**src/rtl/core_pkg.sv**
```systemverilog
// Shared types and constants for the RV32 core front end.
// The entry layout is fixed at 32-bit fields to match the RV32 datapath.
package core_pkg;

    typedef struct packed {
        int unsigned xlen;
        logic [31:0] bootrom_base;
    } config_t;

    localparam config_t CORE_CFG = '{xlen: 32, bootrom_base: 32'h8000_0000};

    typedef enum logic [0:0] {
        RUN  = 1'b0,
        HALT = 1'b1
    } fetch_state_t;

    typedef struct packed {
        logic [31:0] pc;
        logic [31:0] inst;
        logic        fault;
    } fetch_entry_t;

    localparam logic [31:0] FETCH_ALIGN_MASK = 32'hFFFF_FFFC;

endpackage

```
**src/rtl/fetch_fifo.sv**
```systemverilog
// Synchronous FIFO of fetch entries with flush; flush and push in the
// same cycle leave exactly the pushed entry buffered.
module fetch_fifo
    import core_pkg::*;
#(
    parameter int DEPTH = 2,
    parameter int CW    = $clog2(DEPTH + 1)
) (
    input  logic         clk,
    input  logic         rst,
    input  logic         flush,
    input  logic         push,
    input  logic         pop,
    input  fetch_entry_t push_data,
    output fetch_entry_t head,
    output logic [CW-1:0] count,
    output logic         full,
    output logic         empty
);
    localparam int PW = (DEPTH > 1) ? $clog2(DEPTH) : 1;

    fetch_entry_t    mem [DEPTH];
    logic [PW-1:0]   rd_ptr;
    logic [PW-1:0]   wr_ptr;
    logic [PW-1:0]   wr_slot;
    logic            do_push;
    logic            do_pop;

    function automatic logic [PW-1:0] ptr_inc(input logic [PW-1:0] p);
        return (p == PW'(DEPTH - 1)) ? '0 : p + 1'b1;
    endfunction

    assign full    = (count == CW'(DEPTH));
    assign empty   = (count == '0);
    assign do_push = push && (flush || !full);
    assign do_pop  = pop && !empty && !flush;
    assign wr_slot = flush ? '0 : wr_ptr;
    assign head    = mem[rd_ptr];

    always_ff @(posedge clk or posedge rst) begin
        if (rst) begin
            rd_ptr <= '0;
            wr_ptr <= '0;
            count  <= '0;
        end else if (flush) begin
            rd_ptr <= '0;
            wr_ptr <= do_push ? ptr_inc('0) : '0;
            count  <= do_push ? CW'(1) : '0;
        end else begin
            if (do_push) wr_ptr <= ptr_inc(wr_ptr);
            if (do_pop)  rd_ptr <= ptr_inc(rd_ptr);
            count <= count + CW'(do_push) - CW'(do_pop);
        end
    end

    always_ff @(posedge clk) begin
        if (do_push) mem[wr_slot] <= push_data;
    end

endmodule

```
**src/rtl/core_fetch.sv**
```systemverilog
// Instruction fetch stage: owns the PC, issues word fetches under a credit
// limit, buffers in-order responses and handles redirects and faults.
//
//   state | meaning
//   ------+-------------------------------------------------------------
//   RUN   | issuing requests while credit is available
//   HALT  | fault seen; no requests, buffer drains, wait for redirect
module core_fetch
    import core_pkg::*;
#(
    parameter int              XLEN     = CORE_CFG.xlen,
    parameter logic [XLEN-1:0] RESET_PC = CORE_CFG.bootrom_base,
    parameter int              DEPTH    = 2
) (
    input  logic            clk,
    input  logic            rst,
    input  logic            redirect_valid,
    input  logic [XLEN-1:0] redirect_pc,
    output logic            imem_req_valid,
    input  logic            imem_req_ready,
    output logic [XLEN-1:0] imem_req_addr,
    input  logic            imem_rsp_valid,
    input  logic [XLEN-1:0] imem_rsp_data,
    input  logic            imem_rsp_err,
    output logic            if_valid,
    input  logic            if_ready,
    output logic [XLEN-1:0] if_pc,
    output logic [XLEN-1:0] if_inst,
    output logic            if_fault
);
    localparam int CW = $clog2(DEPTH + 1);

    fetch_state_t    state_q, state_d;
    logic [XLEN-1:0] fetch_pc_q, fetch_pc_d;
    logic [XLEN-1:0] pc_q, pc_d;
    logic [CW-1:0]   outstanding_q, outstanding_d;
    logic [CW-1:0]   discard_q, discard_d;
    logic [CW-1:0]   fifo_count;
    logic            fifo_flush, fifo_push, fifo_full, fifo_empty;
    logic            if_fire, req_fire, credit;
    fetch_entry_t    push_entry, head_entry;

    // An entry leaving this cycle frees its slot for a request this cycle,
    // which is what lets DEPTH = latency + 1 sustain one fetch per cycle.
    assign if_fire = !fifo_empty && if_ready;
    assign credit  = (outstanding_q + fifo_count - CW'(if_fire)) < CW'(DEPTH);
    assign imem_req_addr = fetch_pc_q & FETCH_ALIGN_MASK;

    always_comb begin
        state_d        = state_q;
        fetch_pc_d     = fetch_pc_q;
        pc_d           = pc_q;
        discard_d      = discard_q;
        fifo_flush     = 1'b0;
        fifo_push      = 1'b0;
        push_entry     = '0;
        imem_req_valid = 1'b0;

        if (state_q == RUN && !rst) imem_req_valid = credit && !redirect_valid;
        req_fire = imem_req_valid && imem_req_ready;
        if (req_fire) fetch_pc_d = fetch_pc_q + XLEN'(4);
        outstanding_d = outstanding_q + CW'(req_fire) - CW'(imem_rsp_valid);

        if (redirect_valid) begin
            fifo_flush = 1'b1;
            discard_d  = outstanding_d;
            fetch_pc_d = redirect_pc;
            pc_d       = redirect_pc;
            state_d    = RUN;
            if (|(redirect_pc & ~FETCH_ALIGN_MASK)) begin
                fifo_push  = 1'b1;
                push_entry = '{pc: redirect_pc, inst: '0, fault: 1'b1};
                state_d    = HALT;
            end
        end else if (imem_rsp_valid) begin
            if (discard_q != '0) begin
                discard_d = discard_q - 1'b1;
            end else if (!fifo_full) begin
                fifo_push  = 1'b1;
                push_entry = '{pc: pc_q, inst: imem_rsp_err ? '0 : imem_rsp_data,
                               fault: imem_rsp_err};
                pc_d       = pc_q + XLEN'(4);
                if (imem_rsp_err) begin
                    state_d   = HALT;
                    discard_d = outstanding_d;
                end
            end
        end
    end

    always_ff @(posedge clk or posedge rst) begin
        if (rst) begin
            state_q       <= RUN;
            fetch_pc_q    <= RESET_PC;
            pc_q          <= RESET_PC;
            outstanding_q <= '0;
            discard_q     <= '0;
        end else begin
            state_q       <= state_d;
            fetch_pc_q    <= fetch_pc_d;
            pc_q          <= pc_d;
            outstanding_q <= outstanding_d;
            discard_q     <= discard_d;
        end
    end

    fetch_fifo #(.DEPTH(DEPTH), .CW(CW)) u_fifo (
        .clk       (clk),
        .rst       (rst),
        .flush     (fifo_flush),
        .push      (fifo_push),
        .pop       (if_fire),
        .push_data (push_entry),
        .head      (head_entry),
        .count     (fifo_count),
        .full      (fifo_full),
        .empty     (fifo_empty)
    );

    assign if_valid = !fifo_empty;
    assign if_pc    = fifo_empty ? '0 : head_entry.pc;
    assign if_inst  = fifo_empty ? '0 : head_entry.inst;
    assign if_fault = !fifo_empty && head_entry.fault;

endmodule

```
**config.mk**
```make
export PLATFORM = sky130hd
export DESIGN_NAME = core_fetch
export DESIGN_NICKNAME = d
export VERILOG_FILES = /design/src/rtl/core_pkg.sv /design/src/rtl/fetch_fifo.sv /design/src/rtl/core_fetch.sv
export SDC_FILE = /design/constraint.sdc
export NUM_CORES = 1
export LEC_CHECK = 0
export ABC_AREA = 1
export BUFFER_PORTS_ARGS = -buffer_cell sky130_fd_sc_hd__buf_2
export CORE_AREA = 4 4 189 191
export CTS_CLUSTER_SIZE = 30
export DETAILED_ROUTE_END_ITERATION = 8
export DIE_AREA = 0 0 193 195
export GPL_TIMING_DRIVEN = 0
export PLACE_DENSITY = 0.49
export REMOVE_ABC_BUFFERS = 1
export SYNTH_ARGS = -nofsm -noshare
export SYNTH_HDL_FRONTEND = slang
export SYNTH_SLANG_ARGS = --single-unit
```
**constraint.sdc**
```tcl
create_clock -name clk -period 16 [get_ports clk]
set_clock_uncertainty 0.2 [all_clocks]
set_input_delay 2.4 -clock clk [delete_from_list [all_inputs] [get_ports clk]]
set_output_delay 2.4 -clock clk [all_outputs]
set_load 0.01 [all_outputs]
```
After elaboration in Yosys (flattened, before gate mapping) --
Memories as Yosys holds them, arrays and structs flattened. Cells that the tools add are included.
Word-level totals: bits in registers 73, RAM bits 130, input bits 71, output and inout port bits 99, logic and storage cells 94, memories kept 1
Operators by class: $add $sub $neg 11, order comparisons 1, equality and inequality tests 4, muxes and demuxes 42, bitwise gates (word level) 1, reduce and logical (&&, ||, !) cells 26
Memory list:
- u_fifo.mem | words 2, bits a word 65, rd ports 1, clocked after memory_dff 0, wr ports 1, line fetch_fifo.sv:22 | fetch_entry_t mem [DEPTH];
Operators by type and width (number):
- two-way mux 65 bit | 5
- two-way mux 32 bit | 9
- adder 32 x 3 -> 32 bit (second input constant) | 2
- two-way mux 1 bit | 22
- two-way mux 2 bit | 6
- nonzero test 2 bit | 6
- logical AND 1 bit | 8
- AND reduction 3 bit | 2
- subtractor 2 x 1 -> 2 bit | 3
- logical NOT 1 bit | 5
- adder 2 x 1 -> 2 bit | 2
- inequality test 2 bit (second input constant) | 2
- AND reduction 4 bit | 1
- inequality test 3 x 2 -> 1 bit (second input constant) | 1
- nonzero test 3 bit | 1
- adder 1 bit (second input constant) | 2
- adder 2 bit | 1
- == test 2 bit (second input constant) | 1
- logical NOT 2 bit | 1
- < comparator 2 bit (second input constant) | 1
- OR reduction 2 bit | 1
- subtractor 2 x 1 -> 2 bit (second input constant) | 1
- logical OR 1 bit | 1
- inverter 1 bit | 1

Longest topological paths before layout --
Gate-level depths: netlist of the first run.
depth after elaboration 15, depth in mapped cells 22, gate-level depth less buffers 20

By module --
Synthesis of the first run repeated with hierarchy kept, for this count alone.
Unflattened totals: cells, all modules 1370, area, all modules 10885.4 sq um
Modules (own cells, without submodules):
- core_fetch | times used 1, cells an instance 990, area an instance 5900.7 sq um, seq. area each 1679.1 sq um
- fetch_fifo | times used 1, cells an instance 380, area an instance 4984.8 sq um, seq. area each 4003.8 sq um

Worst setup path after synthesis of the first run --
OpenSTA, ideal clock, no wires.
path type in2reg, from input redirect_valid, to memory u_fifo.mem[1][0] (netlist name), enable pin, setup time 568 ps, arrival time 7182 ps, required time 15232 ps, slack 8049 ps, stages 3, path buffers 2, cell sequence buf_2 -> buf_2 -> nor3_1
On the way: longest elaborated chain between the ends 5, elaborated cells between the ends (all ways) 7, classes of those cells mux: 5; reduce/logical: 2
RTL lines:
- start, declared | line core_fetch.sv:17 | input logic redirect_valid,
- two-way mux 1 bit | line core_fetch.sv:64 | if (redirect_valid) begin
- logical OR 1 bit | line fetch_fifo.sv:35 | assign do_push = push && (flush || !full);
- logical AND 1 bit | line fetch_fifo.sv:35
- two-way mux 1 bit | line fetch_fifo.sv:57 | if (do_push) mem[wr_slot] <= push_data;
- two-way mux 1 bit (not written as such) | line fetch_fifo.sv:57
- end, declared | line fetch_fifo.sv:22
Parallel ways exist; a longest one is shown, timed or not.

Final worst setup path of the first run --
from input redirect_valid, to memory u_fifo.mem[0][59] (netlist name), enable pin
Same word-level chain as after synthesis.

==> results of run 1 <==
-- synthesized netlist by cell type, types with 10 or more instances --
cell        n  area [um^2]
o22ai_1    29          181
dfrtp_1    69         1730
buf_2      16         80.1
nor2_1     95          357
nand4_1    23          144
xor2_1     14          123
edfxtp_1  130         3900
a21oi_1    67          335
nand2_1   372         1400
o21ai_0    36          180
inv_1     101          379
clkbuf_1   21         78.8
nand3_1   100          500
nand3_2    10          100
-- kinds of logic (layout without fill, tap and decap cells) --
logic type / after synthesis / in the layout / share of synthesized area (%)
flip-flops: 201 / 201 / 54.7
other: 1 / 2 / 0.0361
adder cells (fa/ha/maj): 7 / 7 / 0.842
AO/OA/AOI/OAI: 159 / 159 / 8.60
buffers and inverters: 162 / 330 / 6.51
XOR/XNOR: 17 / 17 / 1.43
AND/OR/NAND/NOR: 649 / 649 / 27.9
-- worst register-to-register path, cell delays in order, from the launching register on --
cell	delay [ns]
dfrtp_1	0.45
inv_2	0.10
nor2_2	0.05
nor2_4	0.12
nand3_2	0.89
inv_2	0.92
nand3_1	0.27
nand2_4	0.41
buf_16	0.29
-- sequential cells by signal, indices dropped and copies added (netlist names) --
signal and count:
outstanding_q 2, fetch_pc_q 30, u_fifo.mem 130, u_fifo.count 2, u_fifo.rd_ptr 1, pc_q 32
u_fifo.wr_ptr 1, state_q 1, discard_q 2
-- per-stage QoR --
step                      worst slack, ns  hold slack [ns]  power, mW  cell area (um^2)
final                                9.29            0.329       1.66             12600
after global routing                 8.96            0.339       1.76             12600
after CTS                            9.25            0.332       1.68             12600
after detailed placement             8.69            0.322       1.08             11800
after global placement               4.46            0.313       1.08             11500
after floorplan                      8.01            0.288      0.913             10100
-- final cells by class --
class | instances | area (um^2)
clock buffers | 28 | 637
clock inverters | 16 | 221
fillers | 3484 | 21500
inverters | 107 | 404
multi-input cells | 834 | 4080
flip-flops and latches | 201 | 5680
well taps | 455 | 569
repair buffers | 179 | 1030
-- routing by layer --
layer,global-route usage [%],routed length [um],up-vias
met4,2.83,435,0
met2,24.5,13700,210
met3,2.57,1630,31
met1,22.6,14100,4091
met5,0,0,-
li1,-,-,4303
-- how the worst max path moves through the flow --
| stage | start | end | slack, ns | cells past startpoint |
|---|---|---|---|---|
| 4_1_cts | redirect_valid | u_fifo.mem[0][59] | 9.25 | 7 |
| 3_3_place_gp | imem_rsp_valid | u_fifo.mem[1][31] | 4.46 | 5 |
| 2_1_floorplan | imem_rsp_valid | u_fifo.mem[1][0] | 8.01 | 4 |
| 5_1_grt | redirect_valid | u_fifo.mem[0][59] | 8.96 | 7 |
| 3_5_place_dp | redirect_valid | u_fifo.mem[0][18] | 8.69 | 7 |
| 6_report | redirect_valid | u_fifo.mem[0][59] | 9.29 | 7 |
-- placed cells by master, fill, tap and decap left out, types with 4 or more instances in the layout --
cell	netlist	layout
nor2_2	9	9
nor2_1	95	92
o211ai_1	7	7
inv_2	6	7
nand3b_1	8	8
buf_2	16	167
nand2_1	372	371
a21oi_1	67	67
edfxtp_1	130	130
bufinv_16	0	5
nand2_4	3	4
nand3_1	100	100
ha_1	7	7
o22ai_1	29	29
buf_6	1	4
nor2_4	9	12
clkinvlp_4	0	4
nand2_2	7	7
o21ai_0	36	36
dfrtp_1	69	68
o21ai_1	5	5
o21bai_1	7	7
nand4_1	23	23
nor3_2	3	4
o221ai_1	5	5
inv_1	101	99
nand3_2	10	10
xor2_1	14	14
clkbuf_16	0	25
-- power by group through the flow --
stage          registers, mW  logic, mW  clock network [mW]
5_1_grt                0.687      0.438               0.630
3_3_place_gp           0.698      0.378                   0
3_5_place_dp           0.688      0.395                   0
6_report               0.679      0.387               0.591
2_1_floorplan          0.683      0.229                   0
4_1_cts                0.679      0.396               0.610
==> results.toml, run 1 <==
[outcome]
status = "complete, no violations"

[placed_design]
gp_congestion = 0.828
dp_cells = 1776
port_buffers = 167
hpwl_um = 20600

[clock_network]
cts_sinks = 201
clk_pin_slew_ns = 0.06
cts_root_buf = "clkbuf_16"
htree_levels = 1
numCtsBuffers = 24
postCtsSetupBuffers = 0
cts_hold_buf = 0
clk_path_buf_depth = 3
cts_resized = 0
cts_tree = "done"
clk-insertion-delay-late_ns = 0.51

[power_and_ir_drop]
seq_power_share_pct = 41.0
leakagePower_nw = 5.38
power_density_nw_per_um2 = 131
ir_drop_mv = 0.0658
p_clk_share_pct = 35.7
switching_power_mw = 0.538
pwr-share-comb_pct = 23.4
p_int_mw = 1.12
swShare_pct = 32.4

[setup_path]
crit_path_end_kind = "flop"
worstReg2RegStart = "u_fifo.count[1]"
r2r-end = "u_fifo.mem[0][59]"
crit_fanout = 54
crit_top_cell = "inv_2"
required_ns = 15.99
critPathArrivalTime_ns = 6.70
critPathSlowestCell = "nand3_2"
critPathTopFamily = "buffers and inverters"
cp-start-kind = "input port"
cpPeakStageDelay_ns = 1.12
crit_type = "in -> reg"
r2r_slack_ns = 11.96
worstRegToRegCells = 8
crit_chain = "buf_2, inv_2, nand3_2, inv_2, nand3_1, nand2_4, buf_16"
crit_buf_inv = 4

[timing]
fin_tns_setup_ns = 0
rsz0062_at_grt = "no"
fmax_ghz = 0.149
post-route-period-util_pct = 41.9
worst_slew_pin_slew_ns = 1.23
hold_viol = 0
min_period_ns = 6.71
setup-violations-final = 0
slew-limit-headroom_pct = 18.3
slew_viol_final = 0

[detailed_routing]
wl_per_cell_um = 16.5
dr_total_vias = 8635
drt_first_pass_iters = 5
via_per_inst = 4.74
drc = 0
ant_nets = 0
finalWirelength_um = 30000
drtIter0Drc = 488

[hold_path]
hold_end = "fetch_pc_q[31]"
holdPathStages = 2
hp-start = "fetch_pc_q[31]"
hold_class = "reg -> reg"

[flow_run]
drv_cap = 0

[die]
fp.coreArea_um2 = 34100
fp.dieH_um = 195
die-area_um2 = 37600
dieWidth_um = 193
io_pins = 170
start_util_pct = 30.5
row_count = 68

[layout]
drive_gt1_share_pct = 20.3
finalNetCount = 1425
postLayoutCoreUtil_pct = 37.0
stdcell_count = 1820
antennaDiodeCount = 0
areaGrowthSynthToFinish_pct = 21.4

[synthesis]
ys.flop_type = "edfxtp_1"
ys_ff_latch = 201
syn_area_um2 = 10400
syn_avg_cell_area_um2 = 8.69
synth-async-reset-ratio_pct = 35.3
ys_warn_count = 0
synth_edf_count = 130
synth.distinct_cells = 40
synthCells = 1196
ys_seq_area_share_pct = 54.7

[global_route]
antenna_found_initial = 0
grt_max_degree = 62
grt_pass1_wl_um = 46700
grt_pass1_vias = 8301
grt-ovfl-total = 0
track_usage_pct = 15.5
Power figures use the tool's default switching activity.
==> run 2: changes to the inputs <==
--- a/config.mk
+++ b/config.mk
@@ -12,7 +12,7 @@
 export DETAILED_ROUTE_END_ITERATION = 8
 export DIE_AREA = 0 0 193 195
 export GPL_TIMING_DRIVEN = 0
-export PLACE_DENSITY = 0.49
+export PLACE_DENSITY = 0.51
 export REMOVE_ABC_BUFFERS = 1
 export SYNTH_ARGS = -nofsm -noshare
 export SYNTH_HDL_FRONTEND = slang
==> constraint.sdc (replaced) <==
create_clock -name clk -period 5.9 [get_ports clk]
set_clock_uncertainty 0.2 [all_clocks]
set_input_delay 0.885 -clock clk [delete_from_list [all_inputs] [get_ports clk]]
set_output_delay 0.885 -clock clk [all_outputs]
set_load 0.01 [all_outputs]
==> run 2 against run 1 <==
Hold slack got worse by 0.25 ns. Design area fell by 0.67%. Combinational power rose to 2.8 times the previous value. Sequential share of layout area rose by 0.31 points. Sequential cell count did not move. Final cell count rose by 0.11%. Critical path type unchanged. Critical endpoint is now u_fifo.mem[0][20]. Largest power group unchanged. Highest routed layer unchanged.
==> results.toml, run 2 (synthesis results as in run 1) <==
[global_route]
grt-ovfl-total = 0
grt_pass1_vias = 8192
grt_max_degree = 64
antenna_found_initial = 0
grt_pass1_wl_um = 46200
track_usage_pct = 15.3

[detailed_routing]
via_per_inst = 4.72
ant_nets = 0
dr_total_vias = 8594
wl_per_cell_um = 16.2
drc = 0
drt_first_pass_iters = 4
finalWirelength_um = 29500
drtIter0Drc = 350

[layout]
reg_top3 = "u_fifo.mem (130), pc_q (32), fetch_pc_q (30)"
max_flop_register = "u_fifo.mem"
most-common-layout-cells = "371 x nand2_1, 167 x buf_2, 130 x edfxtp_1"
multi_input_area_um2 = 4080
antennaDiodeCount = 0
regArea_um2 = 5680
layout_commonest_cell = "nand2_1"
finalNetCount = 1427
fill_cells = 3524
drive_gt1_share_pct = 20.0
areaGrowthSynthToFinish_pct = 20.6
stdcell_count = 1822
largest_reg_flops = 130

[die]
die-area_um2 = 37600
dieWidth_um = 193
start_util_pct = 30.5
fp.coreArea_um2 = 34100
fp.dieH_um = 195
io_pins = 170
row_count = 68

[setup_path]
crit_fanout = 54
crit_start = "redirect_valid"
cp-start-kind = "input port"
crit_type = "in -> reg"
worstReg2RegStart = "u_fifo.count[1]"
crit_path_end_kind = "flop"
r2r_slack_ns = 1.89
critPathArrivalTime_ns = 5.08
required_ns = 5.89

[placed_design]
dp_cells = 1778
hpwl_um = 20900
gp_congestion = 0.824
port_buffers = 167

[clock_network]
cts_sinks = 201
htree_levels = 1
cts_hold_buf = 0
cts_tree = "done"
clk-insertion-delay-late_ns = 0.51
cts_root_buf = "clkbuf_16"
clk_path_buf_depth = 3
numCtsBuffers = 24
clk_pin_slew_ns = 0.06
postCtsSetupBuffers = 0
cts_resized = 0

[power_and_ir_drop]
leakagePower_nw = 5.34
ir_drop_mv = 0.211
power_density_nw_per_um2 = 340
p_total_mw = 4.27

[flow_run]
drv_cap = 0

[timing]
fmax_ghz = 0.196
slew_viol_final = 0
worst_slew_pin_slew_ns = 1.17
hold_viol = 0
slew-limit-headroom_pct = 21.8
post-route-period-util_pct = 86.3
rsz0062_at_grt = "no"
min_period_ns = 5.09
setup-violations-final = 0

[hold_path]
hold_class = "in -> async"

[outcome]
status = "complete, no violations"
==> run 2: cell count changes in the layout (fill, tap and decap cells not counted) <==
cell / delta
bufinv_16: -5
clkbuf_1: +5
buf_16: +2
buf_6: +2
buf_8: -2
clkbuf_8: +1
clkinv_1: +1
clkinv_4: +1
clkinvlp_4: -1
inv_6: -1
inv_8: -1
==> run 2: metrics by stage <==
step	setup slack, ns	setup TNS [ns]	instance area [um^2]	util [%]	hold slack, ns
floorplan	-0.571	-37.10	10100	-	0.288
global placement	-4.20	-445.22	11500	33.8	0.309
detailed placement	0.216	0	11800	34.6	0.321
CTS	0.764	0	12500	36.8	0.0566
global route	0.427	0	12500	36.8	0.0727
finish	0.806	0	12500	36.8	0.0810
==> run 2: worst max-delay path, cell delays in order <==
cell	delay (ns)
buf_2	0.44
inv_2	0.77
nand3_2	1.09
inv_2	0.89
nand3_1	0.26
nand2_4	0.38
buf_16	0.29
==> run 2: power by group <==
part | leakage, nW | internal, mW | switching [mW]
registers | 2.16 | 1.69 | 0.145
clock network | 0.343 | 0.789 | 0.569
logic | 2.84 | 0.366 | 0.706
total | 5.34 | 2.85 | 1.42
==> run 2: cell type report <==
type | count | share of cell area [%]
flip-flops and latches | 201 | 45.3
clock inverters | 10 | 0.449
inverters | 107 | 3.22
multi-input cells | 834 | 32.5
well taps | 455 | 4.54
repair buffers | 181 | 8.62
clock buffers | 34 | 5.34
==> run 2: final timing paths <==
check                               endpoint  cells past startpoint
max                        u_fifo.mem[0][20]                      7
min                                  state_q                      2
max reg2reg                u_fifo.mem[0][20]                      8
min reg2reg                          pc_q[1]                      2
max in group asynchronous     fetch_pc_q[31]                      3
min in group clk                     pc_q[1]                      2
==> run 2: metal layers <==
layer	part of all wire, %	wire length, um	vias up	global-route usage (%)
met2	46	13400	188	24.5
met5	0	0	-	0
li1	-	-	4308	-
met4	1.6	466	0	3.07
met1	48	14100	4065	22.2
met3	5.2	1540	33	2.13
